File: config.mk
export PLATFORM = sky130hd
export DESIGN_NAME = xillybus_mem8_regbank
export DESIGN_NICKNAME = d
export VERILOG_FILES = /design/src/rtl/xillybus_mem8_regbank.sv
export SDC_FILE = /design/constraint.sdc
export NUM_CORES = 1
export LEC_CHECK = 0
export BUFFER_PORTS_ARGS = -buffer_cell sky130_fd_sc_hd__buf_2
export CAP_MARGIN = 10
export CORE_UTILIZATION = 50
export CTS_BUF_LIST = sky130_fd_sc_hd__clkbuf_8
export DETAILED_ROUTE_END_ITERATION = 16
export PLACE_DENSITY = 0.68
export REMOVE_ABC_BUFFERS = 1
export SLEW_MARGIN = 10
export SYNTH_ARGS = -nofsm -noshare
export SYNTH_HDL_FRONTEND = slang
export SYNTH_SLANG_ARGS = --single-unit
File: constraint.sdc
create_clock -name bus_clk -period 1.7 [get_ports bus_clk]
set_input_delay 0.17 -clock bus_clk [delete_from_list [all_inputs] [get_ports bus_clk]]
set_output_delay 0.17 -clock bus_clk [all_outputs]
set_load 0.03 [all_outputs]
File: src/rtl/xillybus_mem8_regbank.sv
// Register bank behind the Xillybus 32-byte user_mem_8 seekable stream (bus_clk domain).
// Optional 0x14 rising-edge counter on gpio bit 0 is built when MEM8_EDGE_CNT_EN is defined.
module xillybus_mem8_regbank #(
    parameter logic [7:0] VERSION     = 8'h01,
    parameter int         SYNC_STAGES = 2
) (
    input  logic       bus_clk,
    input  logic       pcie_perstn,
    input  logic       user_w_mem_8_wren,
    input  logic [7:0] user_w_mem_8_data,
    output logic       user_w_mem_8_full,
    input  logic       user_w_mem_8_open,
    input  logic       user_r_mem_8_rden,
    output logic [7:0] user_r_mem_8_data,
    output logic       user_r_mem_8_empty,
    output logic       user_r_mem_8_eof,
    input  logic       user_r_mem_8_open,
    input  logic [4:0] user_mem_8_addr,
    input  logic       user_mem_8_addr_update,
    input  logic [7:0] gpio_in,
    output logic [7:0] ctrl_out,
    output logic [3:0] led_out,
    output logic       irq
);

    localparam logic [4:0] ADDR_GPIO  = 5'h10;
    localparam logic [4:0] ADDR_RISE  = 5'h11;
    localparam logic [4:0] ADDR_FALL  = 5'h12;
    localparam logic [4:0] ADDR_VER   = 5'h13;
    localparam logic [4:0] ADDR_ECNT  = 5'h14;

    logic [7:0] regs [16];
    logic [7:0] sync_p [SYNC_STAGES];
    logic [7:0] gs;
    logic [7:0] gs_d;
    logic [7:0] rise_flags;
    logic [7:0] fall_flags;
    logic [7:0] rise_ev;
    logic [7:0] fall_ev;
    logic [7:0] rise_clr;
    logic [7:0] fall_clr;
    logic [7:0] rd_val;
    logic [7:0] rd_data_p1;
    logic [7:0] cnt_rd;
    logic       irq_p1;
    logic       wr_scratch;
    logic       unused_inputs;

    assign unused_inputs = user_w_mem_8_open ^ user_r_mem_8_open ^ user_mem_8_addr_update;

    assign user_w_mem_8_full  = 1'b0;
    assign user_r_mem_8_empty = 1'b0;
    assign user_r_mem_8_eof   = 1'b0;

    assign gs         = sync_p[SYNC_STAGES-1];
    assign rise_ev    = gs & ~gs_d;
    assign fall_ev    = ~gs & gs_d;
    assign wr_scratch = user_w_mem_8_wren && !user_mem_8_addr[4];
    assign rise_clr   = (user_w_mem_8_wren && user_mem_8_addr == ADDR_RISE) ? user_w_mem_8_data : 8'h00;
    assign fall_clr   = (user_w_mem_8_wren && user_mem_8_addr == ADDR_FALL) ? user_w_mem_8_data : 8'h00;

    // Synchroniser, edge detect, sticky flags and scratch registers
    always_ff @(posedge bus_clk or negedge pcie_perstn) begin
        if (!pcie_perstn) begin
            for (int i = 0; i < 16; i++) regs[i] <= 8'h00;
            for (int i = 0; i < SYNC_STAGES; i++) sync_p[i] <= 8'h00;
            gs_d       <= 8'h00;
            rise_flags <= 8'h00;
            fall_flags <= 8'h00;
            rd_data_p1 <= 8'h00;
            irq_p1     <= 1'b0;
        end else begin
            sync_p[0] <= gpio_in;
            for (int i = 1; i < SYNC_STAGES; i++) sync_p[i] <= sync_p[i-1];
            gs_d <= gs;
            // A new edge in the same cycle as its clear keeps the flag set
            rise_flags <= (rise_flags & ~rise_clr) | rise_ev;
            fall_flags <= (fall_flags & ~fall_clr) | fall_ev;
            if (wr_scratch)
                regs[user_mem_8_addr[3:0]] <= user_w_mem_8_data;
            if (user_r_mem_8_rden)
                rd_data_p1 <= rd_val;
            irq_p1 <= |(rise_flags & regs[2]);
        end
    end

`ifdef MEM8_EDGE_CNT_EN
    logic [7:0] edge_cnt;
    logic       cnt_clr;

    assign cnt_clr = user_w_mem_8_wren && user_mem_8_addr == ADDR_ECNT;

    always_ff @(posedge bus_clk or negedge pcie_perstn) begin
        if (!pcie_perstn)
            edge_cnt <= 8'h00;
        else if (cnt_clr)
            edge_cnt <= {7'd0, rise_ev[0]};
        else
            edge_cnt <= edge_cnt + {7'd0, rise_ev[0]};
    end

    assign cnt_rd = edge_cnt;
`else
    assign cnt_rd = 8'h00;
`endif

    // Read mux sees register state before this cycle's write lands
    always_comb begin
        rd_val = 8'h00;
        if (!user_mem_8_addr[4]) begin
            rd_val = regs[user_mem_8_addr[3:0]];
        end else begin
            case (user_mem_8_addr)
                ADDR_GPIO: rd_val = gs;
                ADDR_RISE: rd_val = rise_flags;
                ADDR_FALL: rd_val = fall_flags;
                ADDR_VER:  rd_val = VERSION;
                ADDR_ECNT: rd_val = cnt_rd;
                default:   rd_val = 8'h00;
            endcase
        end
    end

    assign user_r_mem_8_data = rd_data_p1;
    assign ctrl_out          = regs[0];
    assign led_out           = regs[1][3:0];
    assign irq               = irq_p1;

endmodule

==> results of run 1 <==
## state kept, by name, summed over array words and instances, names as in the netlist
| register | flops |
|---|---|
| regs | 116 |
| sync_p | 8 |
| rise_flags | 8 |
| led_out | 4 |
| user_r_mem_8_data | 8 |
| gs | 8 |
| ctrl_out | 8 |
| irq | 1 |
| gs_d | 8 |
| fall_flags | 8 |
## layout by cell type, fill, tap and decap left out, drive strengths merged, types with 2 or more instances in the layout
master / netlist / layout
dfrtp: 177 / 177
mux2: 129 / 129
buf: 35 / 92
nand2: 36 / 36
mux4: 32 / 32
a22oi: 20 / 20
clkbuf: 11 / 19
o2bb2ai: 15 / 15
inv: 8 / 12
dlygate4sd3: 0 / 9
nor2: 9 / 9
a22o: 8 / 8
a21o: 7 / 7
mux2i: 7 / 7
a31oi: 7 / 7
nor2b: 6 / 6
clkinv: 0 / 6
conb: 1 / 3
bufinv: 0 / 3
nor3b: 2 / 2
nand2b: 2 / 2
nor3: 2 / 2
## final cells by class
cell class	count	share of cell area, %
Multi-Input combinational cell	293	34.5
Tap cell	211	2.92
Clock inverter	13	1.77
Timing Repair Buffer	101	8.57
Clock buffer	19	2.90
Inverter	8	0.332
Sequential cell	177	49.0
## path summary, 6_finish.rpt
| path | to | cells after the start | slack [ns] |
|---|---|---|---|
| min reg2reg | gs[0] | 0 | 0.36 |
| max | user_r_mem_8_data[2] | 4 | 0.06 |
| max reg2reg | user_r_mem_8_data[2] | 4 | 0.06 |
| min in group asynchronous | regs[84] | 2 | 0.21 |
| max in group asynchronous | regs[88] | 3 | 0.90 |
| min | user_r_mem_8_data[5] | 2 | 0.09 |
## layer usage
metal	vias up	routed length, microns	global-route usage [%]
met5	-	0	0
met4	0	526	10.8
met1	2510	7450	30.6
li1	2078	-	-
met2	102	8520	37.7
met3	36	575	4.15
## cell usage after synthesis (2+ instances only)
cell and instances:
mux2_2 125, mux2i_1 7, o2bb2ai_1 15, a21o_1 7, mux2_1 4, a31oi_1 7
buf_4 15, dfrtp_1 177, nor3b_2 2, buf_2 14, nand2_2 4, clkbuf_1 11
a22o_1 8, mux4_2 20, nor2_1 8, inv_1 8, nand2_1 32, mux4_1 12
nor2b_1 6, buf_6 4, a22oi_1 20
## report_power, final
part           switching, W  total (W)  leakage [nW]  internal, W
clock               0.00149    0.00303         0.223      0.00153
sequential         0.000360    0.00522          2.17      0.00486
combinational      0.000794    0.00175          1.75     0.000958
## cells by family after synthesis
kind of cell / share of synthesized area, %
other cells: 0.0477
buf+inv: 4.11
simple gates: 4.36
mux: 29.1
compound gates: 5.99
flops: 56.4
## stage by stage
| stage | power (W) | setup TNS (ns) | cell area (sq um) | utilization [%] |
|---|---|---|---|---|
| 2_1_floorplan | 0.00631 | 0 | 7570 | - |
| 3_3_place_gp | 0.00695 | -5.51 | 8520 | 55.8 |
| 3_5_place_dp | 0.00705 | -8.15 | 8520 | 55.8 |
| 4_1_cts | 0.0101 | 0 | 9030 | 59.2 |
| 5_1_grt | 0.0105 | 0 | 9030 | 59.2 |
| 6_report | 0.0100 | 0 | 9030 | 59.2 |
## what timing repair did
action,in CTS,in global routing
setup endpoints to repair,0,0
hold buffers,9,0
hold endpoints to repair,67,0
## worst max-delay path: cells and delay by family, from the launching register on
| kind | cells | cell delay, ns |
|---|---|---|
| flops | 1 | 0.38 |
| mux | 1 | 0.54 |
| compound gates | 3 | 0.58 |
==> metrics.txt, run 1 <==
worst hold path class input port to flop; nature of the critical path startpoint flop; htree depth 4; Final WS setup slightly above 0.06 ns; Tcrit/Tclk final 96.3%; crit path kind flop to flop; slowest CP cell mux4_1; clock slew at reported path FFs 0.10 ns; initial antenna violation count 0; CTS tree yes; DR vias 4726; clk_skew around 0.008 ns; crit-path cells mux4_1 -> a22oi_1 -> a21o_1 -> a31oi_1; post-synth top area share 56.4%; Worst Min Path Start user_r_mem_8_rden; Cell Rows 45; crit path max fanout 2; clock root cell clkbuf_8; Iteration-0 DRC Markers 346; Final Wtd Congestion ~0.87; DRT Pass-1 Iters 6; area occupied by registers 4430 sq um; total track usage 23.2%; Final min period 1.64 ns; clock insertion delay at the later pin of the skew report 0.47 ns; post-cts resize count 0; I/O Pins 52; P per Cell Area approximately 1100 nW/um^2; largest net degree at the start of global routing 47; WP data arrival 1.98 ns; WP data required 2.04 ns; first-pass GRT wire length 27600 microns; Async S/R FF share, synth 100%; WL per Instance between 20 and 25 microns; total global routing overflow 0; Pleak 4.14 nW; postcts setup bufs 0; IO buf count 45; Fin. Hold Viols 0; Chip Height 127 microns; share of cells above drive strength 1 45.5%; Synth area leader dfrtp_1; DR DRC count 0; CTS buffer count 17; status completed; Core ar. 15300 sq um; Die Wd 127 microns; Clock Sink Count 177; fillers roughly 1200; fmax a little over 600 MHz; maxcap violations 0; Non-Filler Instances 822; Initial Utilization 51.5%; synthesized area per cell 15.1 sq um; area grow syn2layout 15.0%; Slew Limit Fails 0; EDFF count, synth 0; CP endpoint kind flop; worst flop-to-flop path startpoint regs[50]; post-synth design cell area between 7000 and 8000 sq um; ANT cells 0; Clock Path Buffers 2; Setup Viol. Count Final 0; top post-synthesis cells by area dfrtp_1 (56%), mux2_2 (18%), mux4_2 (5.7%); Gate Count Post-Synth 522; synth warn 0; Place WS -0.147 ns; footprint of the multi-input gates 3110 sq um; number of global-route vias before repair 4961; total die area 16200 sq um; hpwl dp between 10000 and 15000 microns; final WL 17100 microns; nets 626; Unique masters post-synth 37; sequential element share of the synthesized area 56.4%; CP startpoint regs[50]; Worst Hold Slack 0.0901 ns; ys flop type dfrtp_1; RSZ-0062 raised after global routing false; DP Cell Count 781; max incr delay on CP about 0.54 ns; flops & latches, synth 177; peak supply drop 0.686 mV; via/cell ratio 5.75; Antenna Violating Nets Remaining 0
No activity file was read; power rests on OpenSTA's default activity.
==> run 2: changes to the inputs <==
--- a/config.mk
+++ b/config.mk
@@ -11,7 +11,6 @@
 export CTS_BUF_LIST = sky130_fd_sc_hd__clkbuf_8
 export DETAILED_ROUTE_END_ITERATION = 16
 export PLACE_DENSITY = 0.68
-export REMOVE_ABC_BUFFERS = 1
 export SLEW_MARGIN = 10
 export SYNTH_ARGS = -nofsm -noshare
 export SYNTH_HDL_FRONTEND = slang
==> constraint.sdc (replaced) <==
create_clock -name bus_clk -period 2.05 [get_ports bus_clk]
set_input_delay 0.205 -clock bus_clk [delete_from_list [all_inputs] [get_ports bus_clk]]
set_output_delay 0.205 -clock bus_clk [all_outputs]
set_load 0.03 [all_outputs]
==> metrics.txt, run 2 (same netlist as run 1, synthesis figures left out) <==
status completed; Fin Setup TNS 0 ns; total track usage between 20% and 30%; CP endpoint kind flop; area grow syn2layout 11.7%; clock slew at reported path FFs ~0.090 ns; Worst Min Path Start user_r_mem_8_rden; CP startpoint regs[110]; total global routing overflow 0; WL per Instance 21.2 microns; DR vias 4507; most common cell after layout, fill and taps aside dfrtp_1; Final min period approximately 1.6 ns; Worst Hold Slack between 0.1 and 0.15 ns; crit path max fanout 3; DR DRC count 0; Top reg by flops regs; initial antenna violation count 0; WP data arrival 1.93 ns; DRT Pass-1 Iters 4; clock insertion delay at the later pin of the skew report 0.46 ns; Clock Sink Count approximately 180; Antenna Violating Nets Remaining 0; crit path kind flop to flop; nature of the critical path startpoint flop; worst hold path class input port to flop; max FFs per register 116; WP data required roughly 2.4 ns; Setup Viol. Count Final 0; slew margin rel. about three fifths; hpwl dp roughly 12000 microns; Final Wtd Congestion 0.894; CTS tree yes; clock root cell clkbuf_8; maxcap violations 0; worst flop-to-flop path startpoint regs[110]; Fin. Hold Viols 0; first-pass GRT wire length 27300 microns; I/O Pins 52; clk_skew between 0.01 and 0.015 ns; Tcrit/Tclk final 77.6%; Initial Utilization around half; post-cts resize count 0; Cell Rows 45; ANT cells 0; htree depth 4; via/cell ratio ~5.7; peak supply drop just under 0.7 mV; Chip Height 127 microns; final WL 16900 microns; Iteration-0 DRC Markers 237; Die Wd 127 microns; Core ar. 15300 sq um; Clock Path Buffers 2; nets ~600; P per Cell Area roughly 930 nW/um^2; RSZ-0062 raised after global routing false; postcts setup bufs 0; CTS buffer count 17; Pleak 3.99 nW; total die area 16200 sq um; IO buf count 45; worst-margin pin slew 0.586 ns; most frequent cells in the layout dfrtp_1 (177), mux2_2 (125), buf_2 (44); fmax 629 MHz; number of global-route vias before repair 4793; largest net degree at the start of global routing 64; Slew Limit Fails 0; hold-fix buffer count after cts 9; share of cells above drive strength 1 a little over two fifths
-- run 2: final timing paths --
path,to,slack (ns),cells past startpoint
min,user_r_mem_8_data[5],0.12,2
max reg2reg,user_r_mem_8_data[6],0.46,4
min in group asynchronous,ctrl_out[6],0.30,2
max in group asynchronous,regs[60],1.08,3
max,user_r_mem_8_data[6],0.46,4
min reg2reg,gs[6],0.35,0
-- run 2: layout make-up --
type | instances | area (sq um)
Fill cell | 1201 | 6480
Sequential cell | 177 | 4430
Multi-Input combinational cell | 293 | 3110
Timing Repair Buffer | 76 | 537
Tap cell | 211 | 264
Clock buffer | 18 | 248
Clock inverter | 14 | 154
Inverter | 8 | 30.0
-- run 2: metal layers --
metal	up-vias	routed length [microns]	global-route usage (%)	part of all wire (%)
li1	2018	-	-	-
met3	10	1070	5.07	6.3
met5	-	0	0	0
met2	97	8290	36.9	49
met4	0	105	6.02	0.62
met1	2382	7460	32.5	44
-- run 2: worst max-delay path: stages, from the launching register on --
cell and delay [ns]:
dfrtp_1 0.44, mux4_2 0.49, a22oi_1 0.27, a21o_1 0.19, a31oi_1 0.09
-- run 2: report_power, final --
group / switching [W] / internal [W] / total, W
logic: 0.000661 / 0.000760 / 0.00142
clock network: 0.00128 / 0.00113 / 0.00242
registers: 0.000299 / 0.00403 / 0.00433
total: 0.00224 / 0.00592 / 0.00817
-- run 2: per-stage QoR --
stage               setup WS [ns]  std cells  util (%)  total power (W)  instance area [sq um]
floorplan                   0.494        524         -          0.00538                   7870
global placement            0.150        756      54.3          0.00571                   8280
detailed placement          0.154        756      54.3          0.00582                   8280
CTS                         0.454        797      57.5          0.00825                   8770
global route                0.400        797      57.5          0.00857                   8770
finish                      0.459        797      57.5          0.00817                   8770
==> run 3: changes to the inputs <==
--- a/config.mk
+++ b/config.mk
@@ -5,6 +5,7 @@
 export SDC_FILE = /design/constraint.sdc
 export NUM_CORES = 1
 export LEC_CHECK = 0
+export ABC_AREA = 1
 export BUFFER_PORTS_ARGS = -buffer_cell sky130_fd_sc_hd__buf_2
 export CAP_MARGIN = 10
 export CORE_UTILIZATION = 50
==> constraint.sdc (replaced) <==
create_clock -name bus_clk -period 1.6 [get_ports bus_clk]
set_input_delay 0.16 -clock bus_clk [delete_from_list [all_inputs] [get_ports bus_clk]]
set_output_delay 0.16 -clock bus_clk [all_outputs]
set_load 0.03 [all_outputs]
==> metrics.txt, run 3 <==
postcts setup bufs 0; clock insertion delay at the later pin of the skew report around 0.49 ns; clk_skew around 0.015 ns; Synth Area in Simple Gates between 20% and 30%; crit path max fanout 2; CP top delay family flip-flops; synth warn 0; DP Cell Count 1243; DR DRC count 0; largest net degree at the start of global routing 48; Non-Filler Instances 1285; CTS tree yes; top post-synthesis cells by area dfrtp_1 (56%), nand2_1 (25%), o21ai_0 (9.3%); Iteration-0 DRC Markers 481; top cells by count, synth nand2_1 (523), dfrtp_1 (177), o21ai_0 (147); Slew Limit Fails 0; CP endpoint kind primary output; worst hold path class input port to async pin; ANT cells 0; total track usage 26.3%; share of cells above drive strength 1 between 10% and 20%; number of global-route vias before repair 6088; DRT Pass-1 Iters 5; synthesized area per cell 7.96 sq um; WP data arrival 1.11 ns; maxcap violations 0; Internal Power 0.00701 W; I/O Pins between 50 and 60; Synth Area in Compound Gates approximately an eighth; Chip Height between 100 and 150 microns; Cell Rows between 40 and 50; P per Cell Area 1150 nW/um^2; most common cell in the netlist nand2_1; Async S/R FF share, synth 100%; Clock Sink Count 177; nature of the critical path startpoint flop; clock root cell clkbuf_8; ys flop type dfrtp_1; most frequent cells in the layout nand2_1 (523), dfrtp_1 (177), o21ai_0 (147); fmax 789 MHz; P_sw 0.00338 W; Initial Utilization 51.8%; area grow syn2layout 13.8%; crit-path cells buf_2; slowest CP cell dfrtp_1; clock power share 29.2%; largest family of logic cells by synthesized area simple AND/OR/NAND/NOR gates; Gate Count Post-Synth about 1000; post-cts resize count 0; combinational power share between 15 and 20%; Antenna Violating Nets Remaining 0; max FFs per register 116; total global routing overflow 0; Synth area leader dfrtp_1; final WL 19500 microns; post-synth top area share between 50% and 60%; flops & latches, synth 177; total die area 16400 sq um; RSZ-0062 raised after global routing false; Top reg by flops regs; status completed; Final Wtd Congestion just over 0.8; mux cell area share after synthesis 0%; clock slew at reported path FFs 0.10 ns; WP data required 1.44 ns; Final min period 1.27 ns; htree depth 4; crit path kind flop to primary output; Final Core Density 58.9%; CP Buf/Inv Count 1; Final WS setup 0.332 ns; initial antenna violation count 0; nets 1089; IO buf count 45; max incr delay on CP 0.41 ns; switching part of the total power between 30% and 40%; most common cell after layout, fill and taps aside nand2_1; Post-Synth XOR/XNOR Area 0%; sequential element share of the synthesized area between 50% and 60%; Unique masters post-synth 23; first-pass GRT wire length 32300 microns; DR vias 6571; CTS buffer count 17; Tcrit/Tclk final around four fifths; peak supply drop 0.687 mV; Setup Viol. Count Final 0; sequential power share 53.0%; Core ar. 15300 sq um; hpwl dp 12900 microns; Place WS 0.0953 ns; WL per Instance roughly 15 microns; EDFF count, synth 0; Pleak 4.61 nW; hold-fix buffer count after cts 10; post-synth design cell area 7930 sq um; via/cell ratio between 5 and 6; post-synthesis adder-cell area fraction 0%; Clock Path Buffers 2; Fin Setup TNS 0 ns; Die Wd 128 microns; Fin. Hold Viols 0
[run 3: final timing paths]
check                                          start              endpoint  slack, ns  depth (start not counted)
worst max-delay path            user_r_mem_8_data[0]  user_r_mem_8_data[0]       0.33                          1
worst min-delay path                     pcie_perstn              regs[90]       0.16                          2
worst max register to register            led_out[3]  user_r_mem_8_data[3]       0.37                          8
worst min register to register            sync_p[14]                 gs[6]       0.36                          0
max in group asynchronous                pcie_perstn             regs[104]       0.84                          3
min in group bus_clk            user_w_mem_8_data[5]              regs[61]       0.16                          4
[run 3: metrics by stage]
stage	hold slack [ns]	power, W	area, sq um
floorplan	-0.136	0.00684	7930
finish	0.159	0.0104	9020
global placement	0.111	0.00737	8530
CTS	0.136	0.0105	9020
global route	0.165	0.0110	9020
detailed placement	0.114	0.00743	8530
[run 3: cell families (layout without fill, tap and decap cells)]
logic type / Yosys count / in the layout
simple gates: 551 / 551
buf+inv: 88 / 164
compound gates: 179 / 179
other cells: 1 / 3
flops: 177 / 177
[run 3: per-layer routing]
layer	global-route usage, %	part of all wire, %	wire length (microns)
met3	6.05	4.0	782
met5	0	0	0
met4	8.93	2.0	393
met1	36.6	48	9290
met2	40.9	46	9060
[run 3: cell type report]
| class | count | area (sq um) |
|---|---|---|
| clock buffers | 18 | 248 |
| clock inverters | 14 | 140 |
| fillers | 1460 | 6290 |
| inverters | 23 | 88.8 |
| multi-input cells | 733 | 3050 |
| flip-flops and latches | 177 | 4430 |
| well taps | 211 | 264 |
| repair buffers | 109 | 800 |
[run 3: power groups by stage]
stage | Clock [W] | Combinational [W] | Sequential [W]
2_1_floorplan | 0 | 0.00129 | 0.00555
4_1_cts | 0.00309 | 0.00187 | 0.00550
5_1_grt | 0.00330 | 0.00212 | 0.00559
6_report | 0.00303 | 0.00185 | 0.00551
3_3_place_gp | 0 | 0.00179 | 0.00557
3_5_place_dp | 0 | 0.00185 | 0.00558
